--- config.mk ---
export PLATFORM = sky130hd
export DESIGN_NAME = serial_deser_logic
export DESIGN_NICKNAME = d
export VERILOG_FILES = /design/src/rtl/serial_deser_logic.sv
export SDC_FILE = /design/constraint.sdc
export NUM_CORES = 1
export LEC_CHECK = 0
export BUFFER_PORTS_ARGS = -buffer_cell sky130_fd_sc_hd__buf_2
export CELL_PAD_IN_SITES_DETAIL_PLACEMENT = 1
export CELL_PAD_IN_SITES_GLOBAL_PLACEMENT = 1
export CORE_UTILIZATION = 34
export DETAILED_ROUTE_END_ITERATION = 16
export GPL_TIMING_DRIVEN = 0
export HOLD_SLACK_MARGIN = 0.05
export PLACE_DENSITY_LB_ADDON = 0.1
export SETUP_SLACK_MARGIN = 0.05
export SLEW_MARGIN = 40
export SYNTH_ARGS = -nofsm -noshare
export SYNTH_HDL_FRONTEND = slang
export SYNTH_SLANG_ARGS = --single-unit
export TNS_END_PERCENT = 10
--- constraint.sdc ---
create_clock -name c -period 4.3 [get_ports c]
set_clock_uncertainty 0.2 [all_clocks]
set_input_delay 0.645 -clock c [delete_from_list [all_inputs] [get_ports c]]
set_output_delay 0.645 -clock c [all_outputs]
set_load 0.02 [all_outputs]
--- src/rtl/serial_deser_logic.sv ---
// serial_deser_logic: serial-to-parallel deserializer with sync-pattern framing and valid/ready output
// tmrg default triplicate
module serial_deser_logic #(
   parameter int WIDTH = 8,
   parameter logic [WIDTH-1:0] SYNC = WIDTH'(8'hA5),
   parameter int FRAME_BYTES = 4
) (
   input  logic             c,
   input  logic             rstn,
   input  logic             din,
   input  logic             din_en,
   output logic [WIDTH-1:0] dout,
   output logic             dout_valid,
   input  logic             dout_ready,
   output logic             dout_last,
   output logic             sync_det,
   output logic             overflow
);
   localparam int BW = $clog2(WIDTH);
   typedef enum logic {HUNT, LOCKED} state_t;
   state_t state, stateNext;
   logic [WIDTH-1:0] sr, srNext;
   logic [BW-1:0] bitCnt;
   logic [7:0] wordCnt;
   logic syncHit, loadWord, lastWord;

   // state register
   always_ff @(posedge c or negedge rstn)
      if (!rstn) state <= HUNT;
      else state <= stateNext;

   // lock on sync while hunting, drop back to hunting once the final word of the frame loads
   always_comb
      stateNext = syncHit ? LOCKED : (loadWord && lastWord) ? HUNT : state;

   // per-edge events derived from state, counters and the incoming bit
   always_comb begin
      srNext = {sr[WIDTH-2:0], din};
      syncHit = state == HUNT && din_en && srNext == SYNC;
      loadWord = state == LOCKED && din_en && bitCnt == BW'(WIDTH-1);
      lastWord = wordCnt == 8'(FRAME_BYTES-1);
   end

   // shift register, counters, output word and handshake; a load always wins over an accept
   always_ff @(posedge c or negedge rstn)
      if (!rstn) begin
         sr <= '0;
         bitCnt <= '0;
         wordCnt <= '0;
         dout <= '0;
         dout_valid <= 1'b0;
         dout_last <= 1'b0;
         sync_det <= 1'b0;
         overflow <= 1'b0;
      end else begin
         if (din_en) sr <= (loadWord && lastWord) ? '0 : srNext;
         sync_det <= syncHit;
         if (syncHit) begin
            bitCnt <= '0;
            wordCnt <= '0;
         end else if (state == LOCKED && din_en) begin
            bitCnt <= loadWord ? '0 : bitCnt + BW'(1);
            if (loadWord) wordCnt <= wordCnt + 8'd1;
         end
         if (loadWord) begin
            dout <= srNext;
            dout_last <= lastWord;
            dout_valid <= 1'b1;
            if (dout_valid && !dout_ready) overflow <= 1'b1;
         end else if (dout_valid && dout_ready) dout_valid <= 1'b0;
      end
endmodule

-- Word level (Yosys, flattened, before mapping)
Cells that the tools add are included.
- bits in registers: 31
- input port bits: 5
- output and inout port bits: 12
- logic and storage cells: 40
- $add $sub $neg: 2
- equality and inequality tests: 3
- multiplexer cells: 11
- bitwise logic cells: 1
- reductions and logical operators: 14
- operator list (kind ; number):
    2-to-1 mux 8 bit ; 3
    2-to-1 mux 3 bit ; 3
    adder 8 x 1 -> 8 bit, second input constant ; 1
    == test 8 x 2 -> 1 bit, second input constant ; 1
    == test 8 bit, second input constant ; 1
    nonzero test 2 bit ; 4
    logical AND 1 bit ; 7
    2-to-1 mux 7 bit ; 1
    2-to-1 mux 1 bit ; 4
    AND reduction 2 bit ; 2
    adder 3 x 1 -> 3 bit, second input constant ; 1
    == test 3 bit, second input constant ; 1
    logical NOT 1 bit ; 1
    NOT 1 bit ; 1

-- Longest topological paths before layout
- depth after elaboration: 5
- gate-level depth with buffers: 6
- mapped depth without buffers: 5

-- Worst setup path before layout
OpenSTA, ideal clock, no wires.
- path kind: register to register
- from: reg bitCnt[0]
- to: reg wordCnt[1]
- setup time: 0.121 ns
- arrival time: 1.510 ns
- required time: 3.979 ns
- setup slack: 2.468 ns
- cell stages (with the launch flop): 7
- path buffers: 1
- period minus slack after synthesis: 1.832 ns
- cell sequence: dfrtp_1 > ha_1 > ha_1 > nand3_4 > clkbuf_1 > mux2i_1 > nor2_1
- longest elaborated chain between the ends: 4
- RTL lines (what ; line ; source):
    start, declared ; 23 ; logic [BW-1:0] bitCnt;
    start signal, assigned ; 62 ; bitCnt <= loadWord ? '0 : bitCnt + BW'(1);
    == test 3 bit ; 40 ; loadWord = state == LOCKED && din_en && bitCnt == BW'(WIDTH-1);
    logical AND 1 bit ; 40 ;
    nonzero test 2 bit (no source line) ; n/a ;
    AND reduction 2 bit (no source line) ; n/a ;
    end signal, assigned ; 63 ; if (loadWord) wordCnt <= wordCnt + 8'd1;
    end, declared ; 24 ; logic [7:0] wordCnt;
No other way between the ends.
A chain may end at the register's enable or synchronous reset.

-- Worst setup path in the final report
- from: reg bitCnt[0]
- to: reg sr[3]
- longest elaborated chain between the ends: 4
- RTL lines (what ; line ; source):
    == test 3 bit ; 40 ;
    logical AND 1 bit ; 40 ;
    logical AND 1 bit ; 56 ; if (din_en) sr <= (loadWord && lastWord) ? '0 : srNext;
    2-to-1 mux 7 bit ; 56 ;
    end signal, assigned ; 56 ;
    end, declared ; 22 ; logic [WIDTH-1:0] sr, srNext;
No other way between the ends.

==> out/qor.csv <==
stage;metric;value;unit
outcome;outcome;complete, no violations;
logic_synthesis;largest family of logic cells by synthesized area;simple AND/OR/NAND/NOR gates;
critical_path;slowest stage delay, CP;0.55;ns
critical_path;cell repeated most along the worst path;ha_1;
hold_path;Hold Path Class;in -> async;
floorplanning;# rows;22;
floorplanning;die footprint;0.004299;mm2
logic_synthesis;top cells by area, synth;dfrtp_1 56%, nand2_1 5.5%, o21ai_0 3.6%, o22ai_1 3.2%, ha_1 2.7%;
layout;non-filler instance count after layout;196;
critical_path;sum of buffers and inverters on the critical path;0;
logic_synthesis;multiplexer share of the synthesized area;0.02277;
timing;FMAX;465.1;MHz
floorplanning;core area;0.003771;mm2
grt;initial antenna violation count;0;
timing;Tmin final;2.150;ns
critical_path;crit-path leading delay family;simple AND/OR/NAND/NOR gates;
logic_synthesis;Yosys top cell area share;0.5647;
layout;NumNets Final;156;
critical_path;R2R Path End;sr[3];
timing;Fin. Hold Viols;0;
timing;final worst-path cycle share;0.5001;
placement;routability congestion estimate;0.7326;
layout;# fillers;426;
critical_path;CP max-delay cell;nor4_4;
logic_synthesis;Synth area leader;dfrtp_1;
critical_path;CP Launch Type;flop;
timing;relative slew slack;0.5316;
power_and_ir_drop;Flop pwr share;0.474;
critical_path;Worst setup EP type;flop;
clocking;clk sink count;31;
flow_run;total of max-cap violations;0;
critical_path;worst setup path start;bitCnt[0];
route;1st-iter DRT viols;71;
layout;ant diodes;0;
critical_path;crit-path cells;ha_1 -> ha_1 -> nand4_4 -> nor4_4 -> o22ai_1;
power_and_ir_drop;VDD IR-drop max;0.0002541;V
grt;first-pass GRT wire length;5202;um
logic_synthesis;Syn Inst Count;125;
logic_synthesis;Post-synth EDFFs;0;
route;Wirelength per Cell;14.56;um
clocking;Clock Path Buffers;2;
floorplanning;Die X-Extent;65.57;um
placement;Buffers on Ports;16;
timing;Max Slew Vio Count;0;
grt;All-Layer GR Usage;0.1617;
floorplanning;die height;65.57;um
clocking;post-CTS setup buffers;0;
clocking;TritonCTS Buffers;5;
route;Routed Antenna Nets;0;
clocking;Worst-Skew Late Latency;0.28;ns
logic_synthesis;post-synth cell types;29;
timing;worst hold slack;0.2113;ns
logic_synthesis;xor-xnor portion of the synthesized cell area;0.01275;
logic_synthesis;Post-synth top cells;31 x dfrtp_1, 20 x nand2_1, 10 x o21ai_0, 8 x inv_1;
clocking;H-tree Lvls;2;
layout;share of cells above drive strength 1;0.2230;
route;routed vias/inst;5.163;
timing;unrepaired setup endpoints after global routing;false;
clocking;post_cts resized;0;
power_and_ir_drop;Internal;593.4;uW
power_and_ir_drop;Comb power frac;0.273;
power_and_ir_drop;PD cells;566.3;mW/mm2
logic_synthesis;average size of a mapped cell;10.99;um2
logic_synthesis;#FFs+latches synth;31;
logic_synthesis;Synth Flop Type;dfrtp_1;
clocking;clk root buf;clkbuf_8;
critical_path;r2r setup slk;2.15;ns
clocking;CTS tree;yes;
clocking;Worst-path clk slew;0.06;ns
logic_synthesis;adder-cell share of the synthesized area;0.02732;
logic_synthesis;Synth Net Count;133;
floorplanning;Starting Density;0.3643;
clocking;# hold bufs at CTS;0;
logic_synthesis;FFs w/ async S/R, synth;1.000;
grt;grt ovf;0;
power_and_ir_drop;share of power burned in the clock network;0.253;
logic_synthesis;count leader, synth;dfrtp_1;
timing;Finish-stage setup viols;0;
logic_synthesis;post-synthesis compound-gate area fraction;0.1220;
critical_path;Crit Path Max Fanout;9;
route;via count;1012;
timing;worst slew pin tran;0.7026;ns
layout;fin util;0.4247;
logic_synthesis;mapped cell area;0.001374;mm2
critical_path;R2R cell count;5;
placement;post-DP HPWL;2084;um
power_and_ir_drop;Sw Share;0.3458;
power_and_ir_drop;sw power;313.6;uW
critical_path;CP Data Arrival Time;2.08;ns
power_and_ir_drop;Final Power;907.0;uW
placement;Inst Count DP;189;
timing;Fin Setup TNS;0;ns
critical_path;required time worst endpoint;4.23;ns
logic_synthesis;Seq/Total Area, Yosys;0.5647;
grt;largest net degree at the start of global routing;32;
logic_synthesis;simple-gate area share of the yosys netlist;0.2031;
critical_path;crit path kind;reg -> reg;
floorplanning;Top Ports;17;
route;Final Routed Wirelength;2854;um
route;DRC viols;0;
critical_path;reg2reg start;bitCnt[0];
route;DR pass1 iterations;4;
logic_synthesis;Synth warnings;0;
power_and_ir_drop;Leak;0.7573;nW
layout;Area growth, synth to finish;16.58;%
grt;vias in the first global route;1103;
cells by family (layout without fill, tap and decap cells):
kind of cell | after synthesis | count (layout)
flops | 31 | 31
mux | 3 | 3
fa+ha+maj | 3 | 3
xor+xnor | 2 | 2
simple gates | 44 | 44
compound gates | 29 | 29
buf+inv | 13 | 36
stage by stage:
step	setup slack [ns]	instance area (um2)
after CTS	2.137	1602
after floorplan	2.468	1374
final	2.150	1602
after global placement	2.199	1514
after global routing	1.984	1602
after detailed placement	2.152	1514
worst max-delay path by stage:
| stage | end | depth (start not counted) |
|---|---|---|
| after floorplan | wordCnt[1] | 6 |
| after global placement | sr[6] | 5 |
| after detailed placement | wordCnt[1] | 6 |
| after CTS | wordCnt[1] | 6 |
| after global routing | sr[3] | 5 |
| final | sr[3] | 5 |
layout make-up:
class | instances | area [um2] | area share
Timing Repair Buffer | 16 | 80.08 | 0.05000
Buffer | 5 | 35.03 | 0.02187
Clock inverter | 1 | 5.005 | 0.003125
Tap cell | 48 | 60.06 | 0.03750
Clock buffer | 6 | 82.58 | 0.05156
Multi-Input combinational cell | 81 | 533.0 | 0.3328
Sequential cell | 31 | 775.7 | 0.4844
Inverter | 8 | 30.03 | 0.01875
layer usage:
| layer | vias to the layer above | GRT usage | wire [um] |
|---|---|---|---|
| met4 | 0 | 0.07337 | 47 |
| met5 | - | 0 | 0 |
| li1 | 490 | - | - |
| met3 | 5 | 0.03646 | 81 |
| met2 | 17 | 0.2539 | 1376 |
| met1 | 500 | 0.2108 | 1349 |
state kept, by name, summed over array words and instances, names as in the netlist:
register / count
dout: 8
wordCnt: 8
sr: 7
bitCnt: 3
dout_last: 1
dout_valid: 1
overflow: 1
state: 1
sync_det: 1
power by group through the flow:
stage | clock (mW) | combinational [mW] | sequential [mW]
after global routing | 0.247 | 0.280 | 0.442
after detailed placement | 0 | 0.252 | 0.437
final | 0.230 | 0.247 | 0.430
after CTS | 0.237 | 0.253 | 0.432
after global placement | 0 | 0.241 | 0.433
after floorplan | 0 | 0.126 | 0.474
placed cells by master (no fill, tap or decap), types with 2 or more instances in the layout:
master and n:
xor2_1 2, ha_1 3, clkbuf_1 2, nand4bb_1 2, o21ai_0 10, nand4b_1 2
mux2i_1 2, nor2_1 5, nand2_1 20, o31ai_1 2, nand3_1 3, clkbuf_8 6
o22ai_1 7, buf_6 2, dfrtp_1 31, inv_1 8, a21oi_1 7, or4_1 2
or3_1 3, buf_2 17, o21bai_1 2
No activity file was read; power rests on OpenSTA's default activity.
